===== config.mk =====
export PLATFORM = sky130hd
export DESIGN_NAME = gf180mcu_fd_sc_mcu7t5v0__clkdiv_ctrl
export DESIGN_NICKNAME = d
export VERILOG_FILES = /design/src/rtl/gf180mcu_fd_sc_mcu7t5v0__clkdiv_ctrl.sv
export SDC_FILE = /design/constraint.sdc
export NUM_CORES = 1
export LEC_CHECK = 0
export CAP_MARGIN = 10
export CORE_ASPECT_RATIO = 0.7
export CORE_UTILIZATION = 55
export CTS_CLUSTER_SIZE = 8
export DETAILED_ROUTE_END_ITERATION = 12
export PLACE_DENSITY = 0.8
export SYNTH_ARGS = -nofsm -noshare
export SYNTH_HDL_FRONTEND = slang
export SYNTH_SLANG_ARGS = --single-unit

===== constraint.sdc =====
create_clock -name CLK -period 3.3 [get_ports CLK]
set_input_delay 0.825 -clock CLK [delete_from_list [all_inputs] [get_ports CLK]]
set_output_delay 0.825 -clock CLK [all_outputs]
set_load 0.02 [all_outputs]

===== src/rtl/gf180mcu_fd_sc_mcu7t5v0__clkdiv_ctrl.sv =====
// ---------------------------------------------------------------------------
// gf180mcu_fd_sc_mcu7t5v0__clkdiv_ctrl
//
// Programmable clock divider and gating controller for the clkinv tree.
// Q is a registered, glitch-free divided clock. TICK pulses once per
// divided period. Start and stop happen only at period boundaries, so the
// downstream tree never sees a runt pulse. The one exception is RST, which
// aborts immediately.
//
// Divide ratio N = DIV + 1. The range is 1 .. 2**WIDTH.
// Q is high for ceil(N/2) cycles and then low for floor(N/2) cycles.
//
// Ports:
//   CLK     in   source clock; all state changes on the rising edge
//   RST     in   synchronous reset, active-high; has priority over all inputs
//   EN      in   run request (level). Must be CLK-synchronous unless the
//                synchronizer build is selected.
//   LOAD    in   capture DIV into the shadow register on this edge
//   DIV     in   [WIDTH-1:0] divide ratio minus one
//   Q       out  divided clock (flop output); drives clkinv input I
//   TICK    out  high during the last source cycle of each divided period
//   ACTIVE  out  high while the controller is not idle
//   VDD/VSS inout power pins; present only when USE_POWER_PINS is defined
//
// Build options:
//   GF180MCU_FD_SC_MCU7T5V0__CLKDIV_ENSYNC_EN
//       When this macro is defined, EN passes through a 2-flop synchronizer
//       (cleared by RST) before it reaches the FSM. Every EN-related latency
//       grows by two cycles. EN may then be driven asynchronously.
//   USE_POWER_PINS
//       When this macro is defined, the VDD and VSS inout ports are exposed.
// ---------------------------------------------------------------------------
module gf180mcu_fd_sc_mcu7t5v0__clkdiv_ctrl #(
    parameter int WIDTH = 8
) (
`ifdef USE_POWER_PINS
    inout  wire              VDD,
    inout  wire              VSS,
`endif
    input  logic             CLK,
    input  logic             RST,
    input  logic             EN,
    input  logic             LOAD,
    input  logic [WIDTH-1:0] DIV,
    output logic             Q,
    output logic             TICK,
    output logic             ACTIVE
);

    typedef enum logic [1:0] {
        IDLE  = 2'd0,
        RUN   = 2'd1,
        DRAIN = 2'd2
    } state_t;

    localparam logic [WIDTH-1:0] CNT_ONE = WIDTH'(1);

    state_t           state_reg, state_next;
    logic [WIDTH-1:0] cnt_reg, cnt_next;
    logic [WIDTH-1:0] ratio_reg, ratio_next;
    logic [WIDTH-1:0] shadow_reg, shadow_next;
    logic             q_reg, q_next;
    logic             tick_reg, tick_next;
    logic             active_reg, active_next;
    logic             boundary;
    logic             en_fsm;

    // -----------------------------------------------------------------------
    // EN path into the FSM
    // -----------------------------------------------------------------------
`ifdef GF180MCU_FD_SC_MCU7T5V0__CLKDIV_ENSYNC_EN
    localparam int SYNC_STAGES = 2;

    logic en_sync_reg [SYNC_STAGES];

    generate
        for (genvar gi = 0; gi < SYNC_STAGES; gi++) begin : g_en_sync
            if (gi == 0) begin : g_first
                always_ff @(posedge CLK) begin
                    if (RST) begin
                        en_sync_reg[gi] <= 1'b0;
                    end else begin
                        en_sync_reg[gi] <= EN;
                    end
                end
            end else begin : g_rest
                always_ff @(posedge CLK) begin
                    if (RST) begin
                        en_sync_reg[gi] <= 1'b0;
                    end else begin
                        en_sync_reg[gi] <= en_sync_reg[gi-1];
                    end
                end
            end
        end
    endgenerate

    assign en_fsm = en_sync_reg[SYNC_STAGES-1];
`else
    assign en_fsm = EN;
`endif

    // -----------------------------------------------------------------------
    // Next-state logic
    // -----------------------------------------------------------------------
    always_comb begin
        // A LOAD on this edge bypasses straight into a ratio update made on
        // the same edge. As a result, a LOAD that coincides with a period
        // boundary (or with an IDLE cycle) governs the very next period.
        shadow_next = LOAD ? DIV : shadow_reg;
        boundary    = (cnt_reg == ratio_reg);
        state_next  = state_reg;
        cnt_next    = cnt_reg;
        ratio_next  = ratio_reg;

        case (state_reg)
            IDLE: begin
                cnt_next   = '0;
                ratio_next = shadow_next;
                if (en_fsm) begin
                    state_next = RUN;
                end
            end
            RUN, DRAIN: begin
                // The ratio changes only at the wrap. A mid-period reload
                // therefore never reshapes the period in flight.
                if (boundary) begin
                    cnt_next   = '0;
                    ratio_next = shadow_next;
                end else begin
                    cnt_next   = cnt_reg + CNT_ONE;
                end

                if (en_fsm) begin
                    state_next = RUN;
                end else if (state_reg == DRAIN && boundary) begin
                    state_next = IDLE;
                end else begin
                    state_next = DRAIN;
                end
            end
            default: begin
                state_next = IDLE;
                cnt_next   = '0;
            end
        endcase

        // The outputs are computed from the next state, so each flop output
        // describes the cycle that the state registers are about to enter.
        // The high phase is cnt <= floor(ratio/2), which equals
        // cnt < ceil(N/2).
        active_next = (state_next != IDLE);
        q_next      = active_next && (cnt_next <= (ratio_next >> 1));
        tick_next   = active_next && (cnt_next == ratio_next);
    end

    // -----------------------------------------------------------------------
    // State and output registers
    // -----------------------------------------------------------------------
    always_ff @(posedge CLK) begin
        if (RST) begin
            state_reg  <= IDLE;
            cnt_reg    <= '0;
            ratio_reg  <= '0;
            shadow_reg <= '0;
            q_reg      <= 1'b0;
            tick_reg   <= 1'b0;
            active_reg <= 1'b0;
        end else begin
            state_reg  <= state_next;
            cnt_reg    <= cnt_next;
            ratio_reg  <= ratio_next;
            shadow_reg <= shadow_next;
            q_reg      <= q_next;
            tick_reg   <= tick_next;
            active_reg <= active_next;
        end
    end

    assign Q      = q_reg;
    assign TICK   = tick_reg;
    assign ACTIVE = active_reg;

endmodule


Word level (Yosys, flattened, before mapping)
Index checks and enable logic that the tools add are counted.
{ "word_totals": {"ff_bits": 29, "latchBits": 0, "ramBits": 0, "romBits": 0, "input_bits": 12, "out_inout_bits": 3, "n_memories": 0} }
{ "classes": {"addsub": 1, "n_mul": 0, "div_mod_pow": 0, "magnitude_cmp": 1, "eq_ne": 4, "n_shift": 0, "muxes": 9, "bitwise": 0, "n_reduce_logical": 6} }
{ "op_table": {"columns": ["op", "count"], "rows": [
  ["$mux 8", 4],
  ["$eq 8x8->1", 2],
  ["$pmux 8 s2", 1],
  ["$add 8x1->8 const B", 1],
  ["$le 8x7->1", 1],
  ["$mux 2", 3],
  ["$pmux 2 s2", 1],
  ["$logic_and 1x1->1", 3],
  ["$eq 2x1->1 const B", 1],
  ["$eq 2x2->1 const B", 1],
  ["$logic_not 2->1", 1],
  ["$reduce_bool 2->1", 1],
  ["$reduce_or 2->1", 1]
]} }

Longest topological paths before layout
{ "depth": {"depth_word": 7, "ltp_mapped": 16, "mapped_depth_nobuf": 16} }

Worst setup path after synthesis
No wires, ideal clock.
{ "synth_timing": {"path_kind": "input port to flip-flop", "from": "input LOAD", "to": "register q_reg, in the netlist Q", "arrival_time_ns": 2.674, "required_ns": 3.222, "setup_slack_ns": 0.548, "cell_stages": 13, "path_buffers": 1, "cell_sequence": "clkbuf_1 > mux2i_1 > o2bb2ai_1 > inv_1 > ha_1 > nor2b_1 > o21ai_0 > nand2b_1 > a21oi_1 > nor2b_1 > o21ai_0 > a21oi_1 > nor3_1"} }
{ "synth_between": {"elab_chain_len": 5} }
{ "synth_rtl": {"columns": ["element", "line", "rtl"], "rows": [
  ["start, declared", "43", "input logic LOAD,"],
  ["$mux 8 (*)", "110", "shadow_next = LOAD ? DIV : shadow_reg;"],
  ["$mux 8", "127", "if (boundary) begin"],
  ["$pmux 8 s2 (*)", "116", "case (state_reg)"],
  ["$le 8x7->1 (*)", "153", "q_next = active_next && (cnt_next <= (ratio_next >> 1));"],
  ["$logic_and 1x1->1 (*)", "153", null],
  ["end signal, assigned", "174", "q_reg <= q_next;"],
  ["end, declared", "62", "logic q_reg, q_next;"]
]} }
Mark *: on every way between the ends. The rest lies on a longest branch, timed or not.
A chain may end at the register's enable or synchronous reset.

Worst setup path after layout
Same ends and word-level chain as after synthesis.

==> metrics.txt <==
Internal Power 897 uW; Power, Total roughly 1.6 mW; I/O Pins 15; Post-CTS Hold Fix Bufs 0; share of cells above drive strength 1 0.101; Reg-to-Reg End Q; Vias about 1200; Layout Skew approximately 0.0070 ns; Slew Viols, Final 0; Synth top cells by count nor2_1 (33), dfxtp_1 (29), xnor2_1 (13), ha_1 (11), inv_1 (10); core area approximately 0.0025 mm^2; worst setup path start LOAD; Final Hold Fails 0; post-CTS setup buffers 0; PD cells about 870 mW/mm^2; Final period util 0.888; port bufs 14; reg-to-reg critical path startpoint cnt_reg[2]; critical path cell sequence clkdlybuf4s50_1 > mux2i_1 > o2bb2ai_1 > inv_1 > ha_1 > nor2b_1 > o21ai_0 > nand2b_1 > a21oi_1 > nor2b_1 > o21ai_0 > a21oi_1 > nor3_1; routability congestion estimate between 0.9 and 1; Worst Setup EP Q; Root Buffer clkbuf_8; Initial Util 0.594; number of cells on the critical path 13; Routed WL 3350 um; share of the synthesized area in the top cell type 0.386; ant diodes 0; Post-DP HPWL between 2000 and 3000 um; Area growth syn-to-layout 18.5%; Post-synth EDFFs 0; crit path buf inv count 2; Least-Margin Pin Slew roughly 0.46 ns; VDD IR-drop max just over 0.0004 V; logic gate share of total power 0.517; switching pwr approximately 660 uW; clock power share 0.180; Worst setup EP type flop; worst skew pair latency 0.29 ns; top post-synthesis cells by area dfxtp_1 (39%), ha_1 (9.2%), nor2_1 (8.2%); Yosys cell types 32; Hold Path Class reg -> reg; slowest stage delay, CP around 0.55 ns; Tmin final between 2 and 3 ns; cts bufs inserted 5; largest net degree at the start of global routing 25; total gr overflow 0; count leader, synth nor2_1; syn nets 190; Worst Path Required 3.50 ns; setup violators final 0; Setup crit start kind input pin; FF-to-FF setup slack between 0.3 and 0.4 ns; vias per std cell between 5 and 6; PostCTS Resize Cnt 0; Global Route Usage Sum 0.271; Seq pwr share 0.303; Fin Hold WS between 0.4 and 0.5 ns; Longest Clk Path Bufs 2; Max-cap violations 0; first-pass iteration count of the detailed router 4; Async SR Flop Fraction 0; Leakage 0.710 nW; FMAX about 340 MHz; Worst-path clk slew 0.05 ns; Worst EP arrival 3.14 ns; vias in the first global route between 1000 and 1500; first-pass GRT wire length around 5600 um; critical path class in -> reg; H-tree depth 2; Seq cells post-synth 29; DIE WIDTH 64.5 um; Syn Area/Cell about 9.0 um^2; Die H approximately 46 um; crit-path leading delay family compound AO/OA/AOI/OAI gates; CP Max Fanout 4; routed length per placed instance around 15 um; sequential-to-total area share from yosys stat 0.386; synthesized instance count between 150 and 200; Slew HR 0.691; die area roughly 0.0030 mm^2; fin util 0.703; dominant synthesized flop cell dfxtp_1; Ys Warns 0; Nets 210; status finished, final reports clean; CP max stage cell clkdlybuf4s50_1; post-route setup TNS 0 ns; Post-route DRC 0; Initial DRC Count a little under 80; unrepaired setup endpoints after global routing no; initial antenna violation count 0; dominant cell type by area after synthesis dfxtp_1; row cnt 15; Clock Sinks 29; Routed Antenna Nets 0; TritonCTS clock tree yes; Post-Syn Area about 0.0015 mm^2; worst-case reg-to-reg path depth 15; switching part of the total 0.423
## metal layers
| layer | global-route usage | share of wire |
|---|---|---|
| met1 | 0.343 | 0.47 |
| met2 | 0.404 | 0.44 |
| met3 | 0.0975 | 0.067 |
| met4 | 0.160 | 0.022 |
| met5 | 0 | 0 |
## cells by family (layout without fill, tap and decap cells)
| logic type | Yosys count | after routing | share of synthesized area |
|---|---|---|---|
| multiplexers | 8 | 8 | 0.0532 |
| flip-flops | 29 | 29 | 0.386 |
| adder cells (fa/ha/maj) | 11 | 11 | 0.0915 |
| AO/OA/AOI/OAI | 23 | 23 | 0.127 |
| buffers and inverters | 16 | 37 | 0.0416 |
| AND/OR/NAND/NOR | 61 | 61 | 0.190 |
| XOR/XNOR | 19 | 19 | 0.111 |
## worst reg2reg max path, delay by kind of cell, from the launching register on
kind                       cells  cell delay, ns
AOI/OAI and AO/OA              6            1.02
buffers and inverters          1            0.10
adders and majority gates      1            0.30
DFF                            1            0.43
xor gates and xnor gates       1            0.15
and+or+nand+nor                6            0.83
## cell type report
class,count,area [um^2]
Inverter,10,37.5
Clock inverter,2,10.0
Tap cell,34,42.5
Clock buffer,6,72.6
Timing Repair Buffer,19,178
Fill cell,201,752
Multi-Input combinational cell,122,861
Sequential cell,29,581
## cells in the final DEF (no fill, tap or decap)
master           count
buf_4                5
a211oi_1             1
a21oi_1              6
or2_2                1
o21ai_2              2
o311ai_1             1
clkinv_2             2
o21ai_0              3
xnor2_1             13
a2111oi_2            1
ha_1                11
nand3_1              6
nand4_1              4
mux2i_1              8
a2bb2oi_2            1
nand2b_1             3
o31ai_1              1
o221ai_1             1
clkbuf_8             5
inv_1               10
or3_1                1
dfxtp_1             29
clkdlybuf4s50_1     14
o2bb2ai_1            3
xor2_1               6
nor4_2               1
o22ai_1              1
nor2_1              33
a2bb2oi_4            1
a22oi_1              1
and3_1               1
nand2_1              2
clkbuf_1             1
nor2b_1              3
nor3_1               6
## power groups by stage
stage | clock network (mW) | registers [mW] | logic, mW
2_1_floorplan | 0 | 0.481 | 0.570
3_3_place_gp | 0 | 0.473 | 0.758
3_5_place_dp | 0 | 0.477 | 0.793
4_1_cts | 0.288 | 0.469 | 0.799
5_1_grt | 0.304 | 0.477 | 0.883
6_report | 0.280 | 0.471 | 0.804
## worst min-delay path by stage
stage / start / slack, ns / to / cells past startpoint
4_1_cts: shadow_reg[4] / 0.50 / shadow_reg[4] / 2
2_1_floorplan: shadow_reg[0] / 0.46 / shadow_reg[0] / 2
3_3_place_gp: shadow_reg[1] / 0.47 / shadow_reg[1] / 2
5_1_grt: shadow_reg[0] / 0.54 / shadow_reg[0] / 2
6_report: shadow_reg[4] / 0.50 / shadow_reg[4] / 2
3_5_place_dp: shadow_reg[4] / 0.48 / shadow_reg[4] / 2
## per-stage QoR
stage	setup slack [ns]	instance area [um^2]	instances
6_report	0.370	1780	222
5_1_grt	0.196	1780	222
4_1_cts	0.370	1780	222
3_5_place_dp	0.0757	1700	214
3_3_place_gp	0.269	1700	214
2_1_floorplan	0.548	1500	167
No activity file was read; power rests on OpenSTA's default activity.
